## src/rtl/raster_pkg.sv

```systemverilog
// -----------------------------------------------------------------------------
// raster_pkg
//
// Shared types and widths for the raster position counter.
//
// Contents:
//   MAX_WIDTH_DEF / MAX_HEIGHT_DEF : default frame limits used to size the types
//   X_W / Y_W                      : column / row coordinate widths
//   W_W / H_W                      : frame size field widths (can hold MAX itself)
//   frame_size_t                   : {width, height} pair for active/pending size
//   raster_state_e                 : IDLE (at origin) / ACTIVE (mid-frame)
//   size_in_range()                : 1 <= value <= max check for config requests
// -----------------------------------------------------------------------------
package raster_pkg;

  localparam int unsigned MAX_WIDTH_DEF  = 1920;
  localparam int unsigned MAX_HEIGHT_DEF = 1080;

  localparam int unsigned X_W = $clog2(MAX_WIDTH_DEF);
  localparam int unsigned Y_W = $clog2(MAX_HEIGHT_DEF);
  localparam int unsigned W_W = $clog2(MAX_WIDTH_DEF + 1);
  localparam int unsigned H_W = $clog2(MAX_HEIGHT_DEF + 1);

  typedef struct packed {
    logic [W_W-1:0] width;
    logic [H_W-1:0] height;
  } frame_size_t;

  typedef enum logic {
    IDLE   = 1'b0,
    ACTIVE = 1'b1
  } raster_state_e;

  // A zero-length axis would never reach its terminal count, so 0 is illegal.
  function automatic logic size_in_range(input int unsigned value, input int unsigned max);
    return (value >= 1) && (value <= max);
  endfunction

endpackage

```

## src/rtl/wrap_counter.sv

```systemverilog
// -----------------------------------------------------------------------------
// wrap_counter
//
// Single-axis position counter with a run-time limit.
//
// Ports:
//   clk_i    : clock
//   rst_ni   : asynchronous active-low reset, count returns to 0
//   en_i     : advance by one this cycle
//   clr_i    : treat the current count as 0 this cycle; with en_i the counter
//              steps from 0, so it lands on 1 (or wraps to 0 when limit_i == 1)
//   limit_i  : axis length, 1..MAX_COUNT
//   cnt_o    : current count
//   tc_o     : current count is the last position (limit_i - 1)
//   wrap_o   : the position consumed this cycle (after clr_i) is the last one,
//              i.e. an en_i in this cycle wraps the counter to 0
// -----------------------------------------------------------------------------
module wrap_counter #(
  parameter int unsigned MAX_COUNT = 1920,
  localparam int unsigned CntW     = $clog2(MAX_COUNT),
  localparam int unsigned LimW     = $clog2(MAX_COUNT + 1)
) (
  input  logic            clk_i,
  input  logic            rst_ni,
  input  logic            en_i,
  input  logic            clr_i,
  input  logic [LimW-1:0] limit_i,
  output logic [CntW-1:0] cnt_o,
  output logic            tc_o,
  output logic            wrap_o
);

  logic [CntW-1:0] cnt_q;
  logic [CntW-1:0] cnt_d;
  logic [CntW-1:0] base;
  logic [LimW-1:0] last;

  always_comb begin
    last   = limit_i - LimW'(1);
    base   = clr_i ? '0 : cnt_q;
    tc_o   = (LimW'(cnt_q) == last);
    wrap_o = (LimW'(base) == last);
    // clr_i alone still zeroes the count: a resync mid-line clears the row
    // even when the column does not wrap.
    cnt_d  = base;
    if (en_i) begin
      cnt_d = wrap_o ? '0 : base + CntW'(1);
    end
  end

  always_ff @(posedge clk_i or negedge rst_ni) begin
    if (!rst_ni) begin
      cnt_q <= '0;
    end else begin
      cnt_q <= cnt_d;
    end
  end

  assign cnt_o = cnt_q;

endmodule

```

## src/rtl/raster_counter.sv

```systemverilog
// -----------------------------------------------------------------------------
// raster_counter
//
// Two-dimensional pixel position counter with a double-buffered frame size.
//
// Ports:
//   clk, rst_n              : clock, asynchronous active-low reset
//   en                      : pixel accepted this cycle, advances the position
//   sof_in                  : external start-of-frame, only sampled with en
//   cfg_load                : one-cycle pulse capturing cfg_width / cfg_height
//   cfg_width, cfg_height   : requested frame size
//   x, y                    : position of the pixel consumed by the next en
//   sol, eol, sof, eof      : line / frame markers for that pixel (combinational)
//   in_frame                : position is not (0,0)
//   cfg_pending             : captured size waiting for the next frame boundary
//   frame_count             : completed frames, wrapping
//   sync_err                : pulse, sof_in arrived mid-frame (frame aborted)
//   cfg_err                 : pulse, out-of-range cfg_load rejected
//
// A new size only ever takes effect when the next position is (0,0), so a frame
// is always scanned with a single consistent size.
// -----------------------------------------------------------------------------
module raster_counter
  import raster_pkg::*;
#(
  parameter int unsigned MAX_WIDTH   = MAX_WIDTH_DEF,
  parameter int unsigned MAX_HEIGHT  = MAX_HEIGHT_DEF,
  parameter int unsigned FRAME_CNT_W = 16
) (
  input  logic                   clk,
  input  logic                   rst_n,
  input  logic                   en,
  input  logic                   sof_in,
  input  logic                   cfg_load,
  input  logic [W_W-1:0]         cfg_width,
  input  logic [H_W-1:0]         cfg_height,
  output logic [X_W-1:0]         x,
  output logic [Y_W-1:0]         y,
  output logic                   sol,
  output logic                   eol,
  output logic                   sof,
  output logic                   eof,
  output logic                   in_frame,
  output logic                   cfg_pending,
  output logic [FRAME_CNT_W-1:0] frame_count,
  output logic                   sync_err,
  output logic                   cfg_err
);

  localparam frame_size_t MaxSize = '{width:  W_W'(MAX_WIDTH),
                                      height: H_W'(MAX_HEIGHT)};

  // ---------------------------------------------------------------------------
  // State
  // ---------------------------------------------------------------------------
  frame_size_t            act_q, act_d;
  frame_size_t            pend_q, pend_d;
  logic                   cfg_pending_q, cfg_pending_d;
  logic [FRAME_CNT_W-1:0] frame_count_q, frame_count_d;
  logic                   sync_err_q, sync_err_d;
  logic                   cfg_err_q, cfg_err_d;
  raster_state_e          state_q, state_d;

  // ---------------------------------------------------------------------------
  // Axis counters
  // ---------------------------------------------------------------------------
  logic [X_W-1:0] x_cnt;
  logic [Y_W-1:0] y_cnt;
  logic           x_tc, x_wrap;
  logic           y_tc, y_wrap;
  logic           resync;
  logic           y_en;

  assign resync = en & sof_in;
  assign y_en   = en & x_wrap;

  wrap_counter #(
    .MAX_COUNT (MAX_WIDTH)
  ) u_x_cnt (
    .clk_i   (clk),
    .rst_ni  (rst_n),
    .en_i    (en),
    .clr_i   (resync),
    .limit_i (act_q.width),
    .cnt_o   (x_cnt),
    .tc_o    (x_tc),
    .wrap_o  (x_wrap)
  );

  wrap_counter #(
    .MAX_COUNT (MAX_HEIGHT)
  ) u_y_cnt (
    .clk_i   (clk),
    .rst_ni  (rst_n),
    .en_i    (y_en),
    .clr_i   (resync),
    .limit_i (act_q.height),
    .cnt_o   (y_cnt),
    .tc_o    (y_tc),
    .wrap_o  (y_wrap)
  );

  // ---------------------------------------------------------------------------
  // Next-state logic
  // ---------------------------------------------------------------------------
  logic at_origin;
  logic frame_done;
  logic next_origin;
  logic cfg_legal;

  always_comb begin
    at_origin   = (x_cnt == '0) && (y_cnt == '0);
    // On a resync both counters step from (0,0), so a wrap here can only be
    // a genuine frame end (or a 1x1 frame), never the aborted frame.
    frame_done  = en && x_wrap && y_wrap;
    next_origin = en ? frame_done : at_origin;
    cfg_legal   = size_in_range(32'(cfg_width), MAX_WIDTH) &&
                  size_in_range(32'(cfg_height), MAX_HEIGHT);

    sync_err_d    = resync && !at_origin;
    cfg_err_d     = cfg_load && !cfg_legal;
    frame_count_d = frame_done ? frame_count_q + FRAME_CNT_W'(1) : frame_count_q;
    state_d       = next_origin ? IDLE : ACTIVE;

    act_d         = act_q;
    pend_d        = pend_q;
    cfg_pending_d = cfg_pending_q;

    if (cfg_load && cfg_legal) begin
      pend_d.width  = cfg_width;
      pend_d.height = cfg_height;
      if (next_origin) begin
        // Boundary in this very cycle: bypass straight to the active size.
        act_d         = pend_d;
        cfg_pending_d = 1'b0;
      end else begin
        cfg_pending_d = 1'b1;
      end
    end else if (next_origin && cfg_pending_q) begin
      act_d         = pend_q;
      cfg_pending_d = 1'b0;
    end
  end

  always_ff @(posedge clk or negedge rst_n) begin
    if (!rst_n) begin
      act_q         <= MaxSize;
      pend_q        <= MaxSize;
      cfg_pending_q <= 1'b0;
      frame_count_q <= '0;
      sync_err_q    <= 1'b0;
      cfg_err_q     <= 1'b0;
      state_q       <= IDLE;
    end else begin
      act_q         <= act_d;
      pend_q        <= pend_d;
      cfg_pending_q <= cfg_pending_d;
      frame_count_q <= frame_count_d;
      sync_err_q    <= sync_err_d;
      cfg_err_q     <= cfg_err_d;
      state_q       <= state_d;
    end
  end

  // ---------------------------------------------------------------------------
  // Outputs
  // ---------------------------------------------------------------------------
  assign x           = x_cnt;
  assign y           = y_cnt;
  assign sol         = (x_cnt == '0);
  assign eol         = x_tc;
  assign sof         = at_origin;
  assign eof         = x_tc && y_tc;
  // IDLE is entered exactly when the next position is (0,0).
  assign in_frame    = (state_q == ACTIVE);
  assign cfg_pending = cfg_pending_q;
  assign frame_count = frame_count_q;
  assign sync_err    = sync_err_q;
  assign cfg_err     = cfg_err_q;

endmodule
```

## config.mk

```make
export PLATFORM = sky130hd
export DESIGN_NAME = raster_counter
export DESIGN_NICKNAME = d
export VERILOG_FILES = /design/src/rtl/raster_pkg.sv /design/src/rtl/wrap_counter.sv /design/src/rtl/raster_counter.sv
export SDC_FILE = /design/constraint.sdc
export NUM_CORES = 1
export LEC_CHECK = 0
export ABC_AREA = 1
export CORE_AREA = 2 2 117 90
export DETAILED_ROUTE_END_ITERATION = 8
export DIE_AREA = 0 0 119 92
export GPL_TIMING_DRIVEN = 0
export PLACE_DENSITY = 0.92
export SKIP_CTS_REPAIR_TIMING = 1
export SYNTH_ARGS = -nofsm -noshare
export SYNTH_HDL_FRONTEND = slang
export SYNTH_HIERARCHICAL = 1
export SYNTH_SLANG_ARGS = --single-unit
```

## constraint.sdc

```tcl
create_clock -name clk -period 8.55 [get_ports clk]
set_input_delay 1.71 -clock clk [delete_from_list [all_inputs] [get_ports clk]]
set_output_delay 1.71 -clock clk [all_outputs]
set_load 0.1 [all_outputs]
```

=== Word-level counts from Yosys, hierarchy flattened ===
Cells that the tools add are included.

* Register bits after elaboration: 86
* Input port bits: 27
* Output and inout port bits: 46
* Word-level logic and storage cells: 57

* Add/subtract/negate cells: 5
* Order comparisons: 4
* Eq/ne operators: 5
* Multiplexer cells: 13
* Bitwise logic cells: 2
* Reduce and logical (&&, ||, !) cells: 17

{| class="wikitable"
|+ Operators by type and width
! kind !! number
|-
| $mux W11 || 6
|-
| $mux W22 || 3
|-
| $eq A11 B11 Y1 || 4
|-
| $add A11 B1 Y11 const B || 2
|-
| $ge A11 B1 Y1 const B || 2
|-
| $le A11 B11 Y1 const B || 2
|-
| $logic_not A11 Y1 || 2
|-
| $sub A11 B1 Y11 const B || 2
|-
| $add A16 B1 Y16 const B || 1
|-
| $logic_and A1 B1 Y1 || 11
|-
| $mux W1 || 4
|-
| $and A1 B1 Y1 || 2
|-
| $logic_not A1 Y1 || 2
|-
| $ne A2 B2 Y1 const B || 1
|-
| $reduce_and A2 Y1 || 1
|-
| $reduce_bool A2 Y1 || 1
|}

=== Logic depth before layout (Yosys ltp) ===
Gate-level depths: netlist (run 1).

* Depth after elaboration: 9
* Gate-level depth with buffers: 23
* Depth with buffers taken out: 22

=== By module ===
Netlist (run 1), hierarchy kept.

{| class="wikitable"
|+ Modules (own cells, without submodules)
! module !! times used !! cells an instance !! area each (sq um) !! sequential area each (sq um)
|-
| raster_counter || 1 || 348 || 2899.0 || 1621.6
|-
| wrap_counter || 2 || 216 || 1341.3 || 275.3
|}

=== Worst setup path before layout (run 1) ===
OpenSTA, ideal clock, no wires.

* Kind: register to output
* From: register u_x_cnt.cnt_q[1] (netlist: u_x_cnt/cnt_o[1])
* To: output port eof
* Data arrival time: 3586 ps
* Required time: 6840 ps
* Setup slack: 3254 ps
* Cell stages (with the launch flop): 9
* Buffers on the path: 0
* Cell sequence: dfrtp_1 nor2_1 a211oi_1 nand3_1 nor2_1 nand2_1 nor2_1 nand2_1 inv_1

* Longest elaborated chain between the ends: 2

{| class="wikitable"
|+ RTL lines
! what !! RTL line !! RTL
|-
| from (decl) || wrap_counter.sv:33 || <nowiki>logic [CntW-1:0] cnt_q;</nowiki>
|-
| from (signal assigned) || wrap_counter.sv:55 || <nowiki>cnt_q <= cnt_d;</nowiki>
|-
| $eq A11 B11 Y1 || wrap_counter.sv:41 || <nowiki>tc_o = (LimW'(cnt_q) == last);</nowiki>
|-
| net eol || raster_counter.sv:40 || <nowiki>output logic eol,</nowiki>
|-
| $logic_and A1 B1 Y1 || raster_counter.sv:173 || <nowiki>assign eof = x_tc && y_tc;</nowiki>
|-
| to (decl) || raster_counter.sv:42 || <nowiki>output logic eof,</nowiki>
|}

The timed path passes the listed nets, and every way through them passes these cells.

=== Final worst setup path (run 1) ===
* From: register act_q[0] in the netlist's numbering
* To: output port eof

* Longest elaborated chain between the ends: 3

{| class="wikitable"
|+ RTL lines
! what !! RTL line !! RTL
|-
| from (decl) || raster_counter.sv:56 || <nowiki>frame_size_t act_q, act_d;</nowiki>
|-
| from (signal assigned) || raster_counter.sv:147 || <nowiki>act_q <= MaxSize;</nowiki>
|-
| from (signal assigned) || raster_counter.sv:155 || <nowiki>act_q <= act_d;</nowiki>
|-
| $sub A11 B1 Y11 || wrap_counter.sv:39 || <nowiki>last = limit_i - LimW'(1);</nowiki>
|-
| $eq A11 B11 Y1 || wrap_counter.sv:41 ||
|-
| net y_tc || raster_counter.sv:70 || <nowiki>logic y_tc, y_wrap;</nowiki>
|-
| $logic_and A1 B1 Y1 || raster_counter.sv:173 ||
|}

The timed path passes the listed nets, and every way through them passes these cells.

==> run_results.csv, run 1 <==
group,metric,value,unit
outcome,status,"completed",
grt,grt_max_degree,62,
route,wirelength,13.00,mm
yosys,ys_types,34,
worst_setup_path,critPathLaunchType,"register",
placed_design,place_congestion,0.9267,
sta,worst_pin_slew,0.9986,ns
final_layout,diodes,0,
worst_setup_path,endpoint_kind,"output port",
final_layout,drive_above_1_share,13.35,%
grt,grtUsageTotal,25.61,%
placed_design,pre_cts_slack,3.178,ns
placed_design,place_hpwl,9.852,mm
yosys,syn_avg_cell_area,7.156,um^2
final_layout,layout_commonest_cell,"nand2_1",
pwr,ir_drop,0.2320,mV
yosys,ys.warnings.count,6,
sta,fin_crit_sh,61.79,%
yosys,synth_mux_area_share,0,%
clock_tree,htreeDepth,3,
grt,grt_pass1_wl,22.69,mm
worst_hold_path,hp-class,"register to register",
final_layout,syn2layout_area_growth,21.39,%
floorplanning,start_util,55.99,%
yosys,synth_top_family_by_area,"simple AND/OR/NAND/NOR gates",
yosys,yosysSeqAreaShare,38.92,%
flow_run,drv_cap,0,
worst_setup_path,worstSetupPathType,"register to output port",
clock_tree,clk_pin_slew,0.06,ns
route,drc_errors,0,
route,wl_per_cell,12.94,um
floorplanning,fp.dieH,92,um
final_layout,mostFrequentLayoutCells,"nand2_1 (292), inv_1 (93), nand3_1 (75)",
floorplanning,die_w,119,um
clock_tree,cts_root_buf,"clkbuf_16",
yosys,yosys.area_share.xor_xnor,6.747,%
sta,whs,0.4752,ns
route,ant_nets,0,
sta,rsz0062_at_grt,"no",
final_layout,final_util,67.96,%
yosys,synth_adder_area_share,1.121,%
sta,slew_headroom,33.22,%
yosys,syn-num-nets,812,
sta,layout_setup_ws,3.267,ns
final_layout,nNetsFinal,896,
sta,fmax,189.3,MHz
clock_tree,clkLatencyLatePin,0.34,ns
worst_setup_path,cp.arrival,3.57,ns
yosys,syn_inst,780,
yosys,syn_area,5582,um^2
route,drt_iter0_drc,406,
clock_tree,cts_buffer_depth,2,
worst_setup_path,required,6.84,ns
placed_design,io_buffers,72,
yosys,synthSimpleGateAreaFrac,42.41,%
floorplanning,dieArea,10950,um^2
grt,grt.overflow.total,0,
grt,grt_pass1_vias,5005,
yosys,ys_ff_latch,86,
pwr,finalPower,1993,uW
sta,min_period,5.283,ns
yosys,synth_compound_area_share,2.824,%
sta,setup_viol,0,
floorplanning,core_area,9970,um^2
worst_setup_path,worstPathMaxFanout,5,
sta,drv_slew,0,
sta,skew,0.006809,ns
yosys,async_flop_share,100.0,%
pwr,p_leak,0.003536,uW
route,viasPerCell,5.171,
pwr,p_per_area,294.1,nW/um^2
floorplanning,row_count,32,
yosys,synth_edf_count,0,
clock_tree,cts_made_buffers,9,
grt,grt_antenna_before_repair,0,
clock_tree,clkSinkCount,86,
sta,tns,0,ns
route,firstDrtPassIters,5,
floorplanning,ioPinCount,73,
yosys,yosys_most_used_dff,"dfrtp_1",
clock_tree,tritoncts,"yes",
sta,hold_violations,0,
route,vias,5197,
-- through the flow --
step / area (um^2) / std cells
after detailed placement: 6497 / 989
after floorplan: 5582 / 780
after CTS: 6775 / 1005
final: 6775 / 1005
after global placement: 6472 / 988
after global routing: 6775 / 1005
-- flip-flops by register name, summed over array words and instances, names as in the netlist --
register and flops:
in_frame 1, cfg_err 1, cfg_pending 1, act_q 22, u_x_cnt/cnt_o 11, u_y_cnt/cnt_o 11, sync_err 1, frame_count 16
pend_q 22
-- Yosys cell counts, types with 4 or more instances --
| cell | instances | area share, % |
|---|---|---|
| nand3_2 | 6 | 1.1 |
| inv_2 | 9 | 0.61 |
| nand3_1 | 75 | 6.7 |
| nor2_1 | 66 | 4.4 |
| ha_1 | 5 | 1.1 |
| inv_1 | 93 | 6.3 |
| xor2_1 | 31 | 4.9 |
| nand2_2 | 8 | 0.90 |
| o21ai_0 | 8 | 0.72 |
| nand4_1 | 9 | 1.0 |
| nor2_2 | 33 | 3.7 |
| dfstp_2 | 16 | 7.5 |
| xnor2_1 | 12 | 1.9 |
| buf_2 | 5 | 0.45 |
| o21bai_1 | 4 | 0.54 |
| nor2_4 | 6 | 1.2 |
| nor2_8 | 4 | 1.4 |
| nand2_1 | 292 | 20 |
| dfrtp_1 | 70 | 31 |
-- path summary, 6_finish.rpt --
kind,startpoint,end,slack [ns],depth (start not counted)
max,act_q[0]$_DFFE_PN0P_,eof,3.27,14
min,pend_q[2]$_DFFE_PN0P_,pend_q[2]$_DFFE_PN0P_,0.48,2
max reg2reg,act_q[11]$_DFFE_PN0P_,frame_count[12]$_DFFE_PN0P_,5.19,20
min reg2reg,pend_q[2]$_DFFE_PN0P_,pend_q[2]$_DFFE_PN0P_,0.48,2
max in group asynchronous,rst_n,pend_q[19]$_DFFE_PN1P_,6.63,2
min in group asynchronous,rst_n,frame_count[8]$_DFFE_PN0P_,1.27,1
-- power breakdown --
| part | switching [uW] | internal (uW) |
|---|---|---|
| clock network | 158 | 205 |
| logic | 692 | 334 |
| registers | 99.7 | 504 |
-- metal layers --
layer  share of wire (%)  up-vias  GRT usage [%]  wire length, um
met1                  45     2430          33.61             5876
li1                    -     2573              -                -
met5                   0        -              0                0
met3                 5.5       27          4.851              712
met2                  47      167          42.48             6152
met4                 2.0        0          9.226              260
-- kinds of logic after synthesis --
kind of cell | count (synthesis)
AO/OA/AOI/OAI | 21
XOR/XNOR | 43
adder cells (fa/ha/maj) | 5
AND/OR/NAND/NOR | 513
buffers and inverters | 112
flip-flops | 86
-- cell type report --
cell class              instances  area, um^2
clock inverters                 5       35.03
clock buffers                  11       242.7
fillers                       757        3194
flip-flops and latches         86        2172
multi-input cells             582        2964
plain buffers                  10       62.56
well taps                     136       170.2
inverters                     102       382.9
repair buffers                 73       745.7
-- worst max-delay path, stage by stage, from the launching register on --
cell	delay [ns]
dfrtp_1	0.43
inv_1	0.21
ha_1	0.26
inv_1	0.07
nor2_1	0.21
nand2_1	0.11
nand2_1	0.11
xor2_1	0.16
nand3_1	0.13
nor2_1	0.13
nand2_1	0.07
nor2_1	0.08
nand2_1	0.05
inv_1	0.05
clkdlybuf4s50_1	1.14
Power figures use the tool's default switching activity.
==> run 2, diff against run 1 <==
- CORE_AREA: 2 2 117 90 -> 2 2 119 92
- DIE_AREA: 0 0 119 92 -> 0 0 121 94
- PLACE_DENSITY: 0.92 -> 0.89
- clock period: 8.55 -> 5.1 ns (I/O delays scaled with it)
==> run 2 against run 1 <==
  * Sequential cell count stayed put
  * Clock power is 75% higher
  * Highest routed layer unchanged
  * Sequential power is 67% higher
  * Non-clock buffer count stayed put
  * Critical path type unchanged
==> run_results.csv, run 2 (synthesis results as in run 1) <==
group,metric,value,unit
pwr,p_leak,0.003542,uW
final_layout,mostFrequentLayoutCells,"nand2_1 (292), inv_1 (93), nand3_1 (75)",
final_layout,diodes,0,
worst_setup_path,required,4.08,ns
sta,worst_pin_slew,1.004,ns
grt,grt_max_degree,66,
final_layout,drive_above_1_share,13.12,%
sta,min_period,4.720,ns
sta,fmax,211.9,MHz
sta,hold_violations,0,
route,viasPerCell,5.047,
worst_setup_path,critPathLaunchType,"register",
worst_setup_path,r2r_end,"frame_count[12]$_DFFE_PN0P_",
worst_hold_path,hp-class,"register to register",
clock_tree,cts_buffer_depth,2,
clock_tree,cts_made_buffers,9,
route,vias,5072,
final_layout,nNetsFinal,896,
clock_tree,clk_pin_slew,0.06,ns
floorplanning,row_count,32,
route,ant_nets,0,
final_layout,fillCellCount,823,
final_layout,multi_input_area,2964,um^2
outcome,status,"completed",
floorplanning,die_w,121,um
clock_tree,htreeDepth,3,
sta,drv_slew,0,
grt,grt_pass1_vias,4947,
sta,whs,0.4702,ns
worst_setup_path,worstPathMaxFanout,5,
clock_tree,cts_root_buf,"clkbuf_16",
final_layout,register_area,2172,um^2
worst_setup_path,reg2reg_depth,20,
worst_setup_path,crit_start,"act_q[11]$_DFFE_PN0P_",
pwr,finalPower,3358,uW
grt,grt_antenna_before_repair,0,
grt,grt_pass1_wl,22.61,mm
worst_setup_path,crit_end,"eof",
route,drt_iter0_drc,360,
grt,grtUsageTotal,25.01,%
floorplanning,start_util,55.10,%
placed_design,io_buffers,72,
sta,slew_headroom,32.89,%
floorplanning,fp.dieH,94,um
sta,fin_crit_sh,92.56,%
worst_setup_path,endpoint_kind,"output port",
worst_setup_path,r2r-start,"act_q[11]$_DFFE_PN0P_",
pwr,p_per_area,495.1,nW/um^2
route,drc_errors,0,
worst_setup_path,worstSetupPathType,"register to output port",
final_layout,syn2layout_area_growth,21.52,%
worst_setup_path,cp.arrival,3.70,ns
sta,setup_viol,0,
worst_setup_path,rrSetupSlack,1.60,ns
clock_tree,clkSinkCount,86,
route,firstDrtPassIters,5,
clock_tree,tritoncts,"yes",
pwr,ir_drop,0.4265,mV
floorplanning,ioPinCount,73,
placed_design,place_congestion,0.9567,
clock_tree,clkLatencyLatePin,0.34,ns
floorplanning,core_area,10130,um^2
final_layout,layout_commonest_cell,"nand2_1",
placed_design,place_hpwl,9.753,mm
floorplanning,dieArea,11370,um^2
flow_run,drv_cap,0,
sta,rsz0062_at_grt,"no",
route,wl_per_cell,12.88,um
sta,skew,0.01038,ns
route,wirelength,12.95,mm
grt,grt.overflow.total,0,
-- run 2: cell count changes in the layout (fill, tap and decap cells not counted) --
| cell | delta |
|---|---|
| clkbuf_8 | -1 |
| clkbuf_1 | +2 |
| clkinvlp_4 | -1 |
| bufinv_16 | +1 |
| clkinv_4 | -1 |
-- run 2: worst min-delay path by stage --
| stage | cells after the start | slack [ns] | from | endpoint |
|---|---|---|---|---|
| 2_1_floorplan | 2 | 0.44 | pend_q[0]$_DFFE_PN0P_ | pend_q[0]$_DFFE_PN0P_ |
| 3_3_place_gp | 2 | 0.46 | pend_q[12]$_DFFE_PN0P_ | pend_q[12]$_DFFE_PN0P_ |
| 3_5_place_dp | 2 | 0.46 | pend_q[15]$_DFFE_PN0P_ | pend_q[15]$_DFFE_PN0P_ |
| 4_1_cts | 2 | 0.48 | act_q[21]$_DFFE_PN1P_ | act_q[21]$_DFFE_PN1P_ |
| 5_1_grt | 2 | 0.48 | act_q[10]$_DFFE_PN1P_ | act_q[10]$_DFFE_PN1P_ |
| 6_report | 2 | 0.47 | pend_q[15]$_DFFE_PN0P_ | pend_q[15]$_DFFE_PN0P_ |
-- run 2: stage by stage --
stage                     setup slack (ns)  setup TNS (ns)  util [%]  instances  area (um^2)
after floorplan                     0.4939               0         -        780         5582
after global placement            -0.05670          -3.591     63.90        988         6472
after detailed placement            0.3254               0     64.14        989         6497
after CTS                           0.4525               0     66.96       1005         6783
after global routing                0.2608               0     66.96       1005         6783
final                               0.3797               0     66.96       1005         6783
-- run 2: worst max-delay path, cell delays in order, from the launching register on --
cell and delay (ns):
dfrtp_1 0.45, inv_1 0.23, ha_1 0.26, inv_1 0.07, nand2_1 0.10, nand2_1 0.09
xor2_1 0.14, nor3b_1 0.31, nand3_1 0.15, nor2_1 0.11, nand2_1 0.06, nor2_1 0.13
nand2_1 0.07, inv_1 0.05, clkdlybuf4s50_1 1.14
-- run 2: area by class of cell --
class / instances / area share (%)
Buffer: 10 / 0.9223
Clock buffer: 12 / 3.486
Clock inverter: 4 / 0.7194
Inverter: 102 / 5.645
Multi-Input combinational cell: 582 / 43.70
Sequential cell: 86 / 32.02
Tap cell: 136 / 2.509
Timing Repair Buffer: 73 / 10.99
-- run 2: power breakdown --
group / total [uW] / internal (uW) / switching, uW
registers: 1010 / 845 / 166
logic: 1710 / 560 / 1150
clock network: 637 / 379 / 257
-- run 2: metal layers --
metal	up-vias	share of wire (%)	global-route usage (%)
li1	2571	-	-
met1	2352	47	33.37
met2	130	47	41.25
met3	19	5.0	5.583
met4	0	1.4	6.686
met5	-	0	0
==> run 3, diff against run 2 <==
- PLACE_DENSITY: 0.89 -> 0.79
==> run 3 against run 2 <==
  * Global-route usage is essentially flat
  * Total power shrank 1.1%
  * Clock-buffer cell count grew 2
  * Design area shrank 0.42%
  * Largest power group unchanged
  * Final cell count is the same
  * Sequential share of layout area grew 0.14 points
  * Highest routed layer unchanged
  * Non-clock buffer count is the same
  * Combinational power is essentially flat
  * Worst hold slack lost 0.0022 ns
==> run_results.csv, run 3 (synthesis results as in run 1) <==
group,metric,value,unit
grt,grt_antenna_before_repair,0,
clock_tree,cts_buffer_depth,2,
grt,grt_pass1_wl,22.85,mm
final_layout,drive_above_1_share,13.00,%
route,firstDrtPassIters,6,
grt,grt_max_degree,45,
route,wirelength,13.35,mm
worst_setup_path,cp_top_family,"buffers and inverters",
sta,fmax,220.9,MHz
sta,fin_crit_sh,88.77,%
sta,drv_slew,0,
sta,tns,0,ns
grt,grt_pass1_vias,5156,
worst_setup_path,cp_num_cells,14,
worst_setup_path,reg2reg_depth,20,
pwr,p_leak,0.003528,uW
sta,setup_viol,0,
final_layout,mostFrequentLayoutCells,"nand2_1 (292), inv_1 (93), nand3_1 (75)",
worst_setup_path,cpPeakStageDelay,1.13,ns
floorplanning,ioPinCount,73,
placed_design,place_hpwl,10.39,mm
sta,skew,0.007022,ns
sta,worst_pin_slew,1.011,ns
grt,grtUsageTotal,25.04,%
clock_tree,cts_made_buffers,9,
floorplanning,start_util,55.10,%
clock_tree,tritoncts,"yes",
sta,min_period,4.527,ns
worst_hold_path,hp-class,"register to register",
sta,rsz0062_at_grt,"no",
placed_design,pre_cts_slack,0.3772,ns
worst_hold_path,hp-start,"pend_q[8]$_DFFE_PN0P_",
final_layout,syn2layout_area_growth,21.00,%
worst_setup_path,endpoint_kind,"output port",
pwr,p_per_area,491.8,nW/um^2
worst_setup_path,worstSetupPathType,"register to output port",
final_layout,diodes,0,
floorplanning,row_count,32,
route,viasPerCell,5.105,
pwr,ir_drop,0.3505,mV
flow_run,drv_cap,0,
worst_setup_path,r2r-start,"act_q[11]$_DFFE_PN0P_",
clock_tree,clkSinkCount,86,
worst_setup_path,required,4.08,ns
route,vias,5131,
outcome,status,"completed",
clock_tree,cts_root_buf,"clkbuf_16",
floorplanning,fp.dieH,94,um
worst_setup_path,cp.arrival,3.51,ns
final_layout,nNetsFinal,896,
worst_setup_path,worstPathMaxFanout,5,
worst_hold_path,hold_depth,2,
floorplanning,dieArea,11370,um^2
placed_design,place_congestion,0.8821,
clock_tree,clkLatencyLatePin,0.34,ns
placed_design,io_buffers,72,
route,wl_per_cell,13.29,um
pwr,finalPower,3322,uW
worst_setup_path,critPathLaunchType,"register",
final_layout,layout_commonest_cell,"nand2_1",
grt,grt.overflow.total,0,
worst_setup_path,critPathBufInv,4,
sta,hold_violations,0,
worst_hold_path,hold_end,"pend_q[8]$_DFFE_PN0P_",
worst_setup_path,crit_top_cell,"nand2_1",
sta,slew_headroom,32.38,%
worst_setup_path,r2r_end,"frame_count[12]$_DFFE_PN0P_",
worst_setup_path,slowest_stage,"clkdlybuf4s50_1",
clock_tree,clk_pin_slew,0.06,ns
floorplanning,core_area,10130,um^2
clock_tree,htreeDepth,3,
floorplanning,die_w,121,um
worst_setup_path,rrSetupSlack,1.67,ns
worst_setup_path,crit_path_cell_trace,"inv_1, ha_1, inv_1, nor2_1, nand2_1, nand2_1, xor2_1, nand3_1, nor2_1, nand2_1, nor2_1, nand2_1, inv_1, clkdlybuf4s50_1",
route,drc_errors,0,
route,ant_nets,0,
sta,layout_setup_ws,0.5728,ns
route,drt_iter0_drc,304,
-- run 3: where the power goes --
group	internal [uW]	total [uW]	switching, uW
registers	845	1010	162
logic	559	1720	1160
clock network	342	593	250
-- run 3: worst max path at each step --
stage,from,to,slack [ns]
finish,act_q[11]$_DFFE_PN0P_,eof,0.57
global route,en,frame_count[12]$_DFFE_PN0P_,0.20
CTS,act_q[11]$_DFFE_PN0P_,eof,0.57
detailed placement,en,frame_count[12]$_DFFE_PN0P_,0.38
global placement,rst_n,frame_count[13]$_DFFE_PN0P_,0.06
floorplan,u_x_cnt/cnt_o[1]$_DFF_PN0_,eof,0.49
-- run 3: final cells by class --
cell class	count	area, um^2
fill	874	3376
multi-input combinational	582	2964
sequential	86	2172
timing repair buffer	73	738.2
inverter	102	382.9
clock buffer	14	254.0
tap	136	170.2
buffer	10	62.56
clock inverter	2	10.01
-- run 3: worst register-to-register path, cell delays in order (launching register included) --
cell	delay (ns)
dfrtp_1	0.41
inv_1	0.19
ha_1	0.26
inv_1	0.08
nor2_1	0.19
nand2_1	0.11
nand2_1	0.12
nand2_1	0.06
nand2_1	0.09
nand3_2	0.08
nor2_2	0.17
nand3_4	0.14
inv_1	0.08
nand2_1	0.06
inv_2	0.14
nand2_2	0.13
nor2_2	0.18
nand4_1	0.24
nor2_1	0.31
nand3_1	0.13
xnor2_1	0.15
-- run 3: metal layers --
layer / track usage, % / vias to the layer above / routed length (um)
met4: 9.012 / 0 / 242
met1: 31.15 / 2420 / 5992
li1: - / 2562 / -
met3: 4.854 / 25 / 605
met2: 43.45 / 124 / 6513
met5: 0 / - / 0
-- run 3: through the flow --
step                      cell area (um^2)  instances  hold slack (ns)  utilization (%)
final                                 6754       1005           0.4681            66.67
after global routing                  6754       1005           0.4825            66.67
after CTS                             6754       1005           0.4709            66.67
after detailed placement              6490        989           0.4552            64.07
after global placement                6472        988           0.4571            63.90
after floorplan                       5582        780           0.4384                -
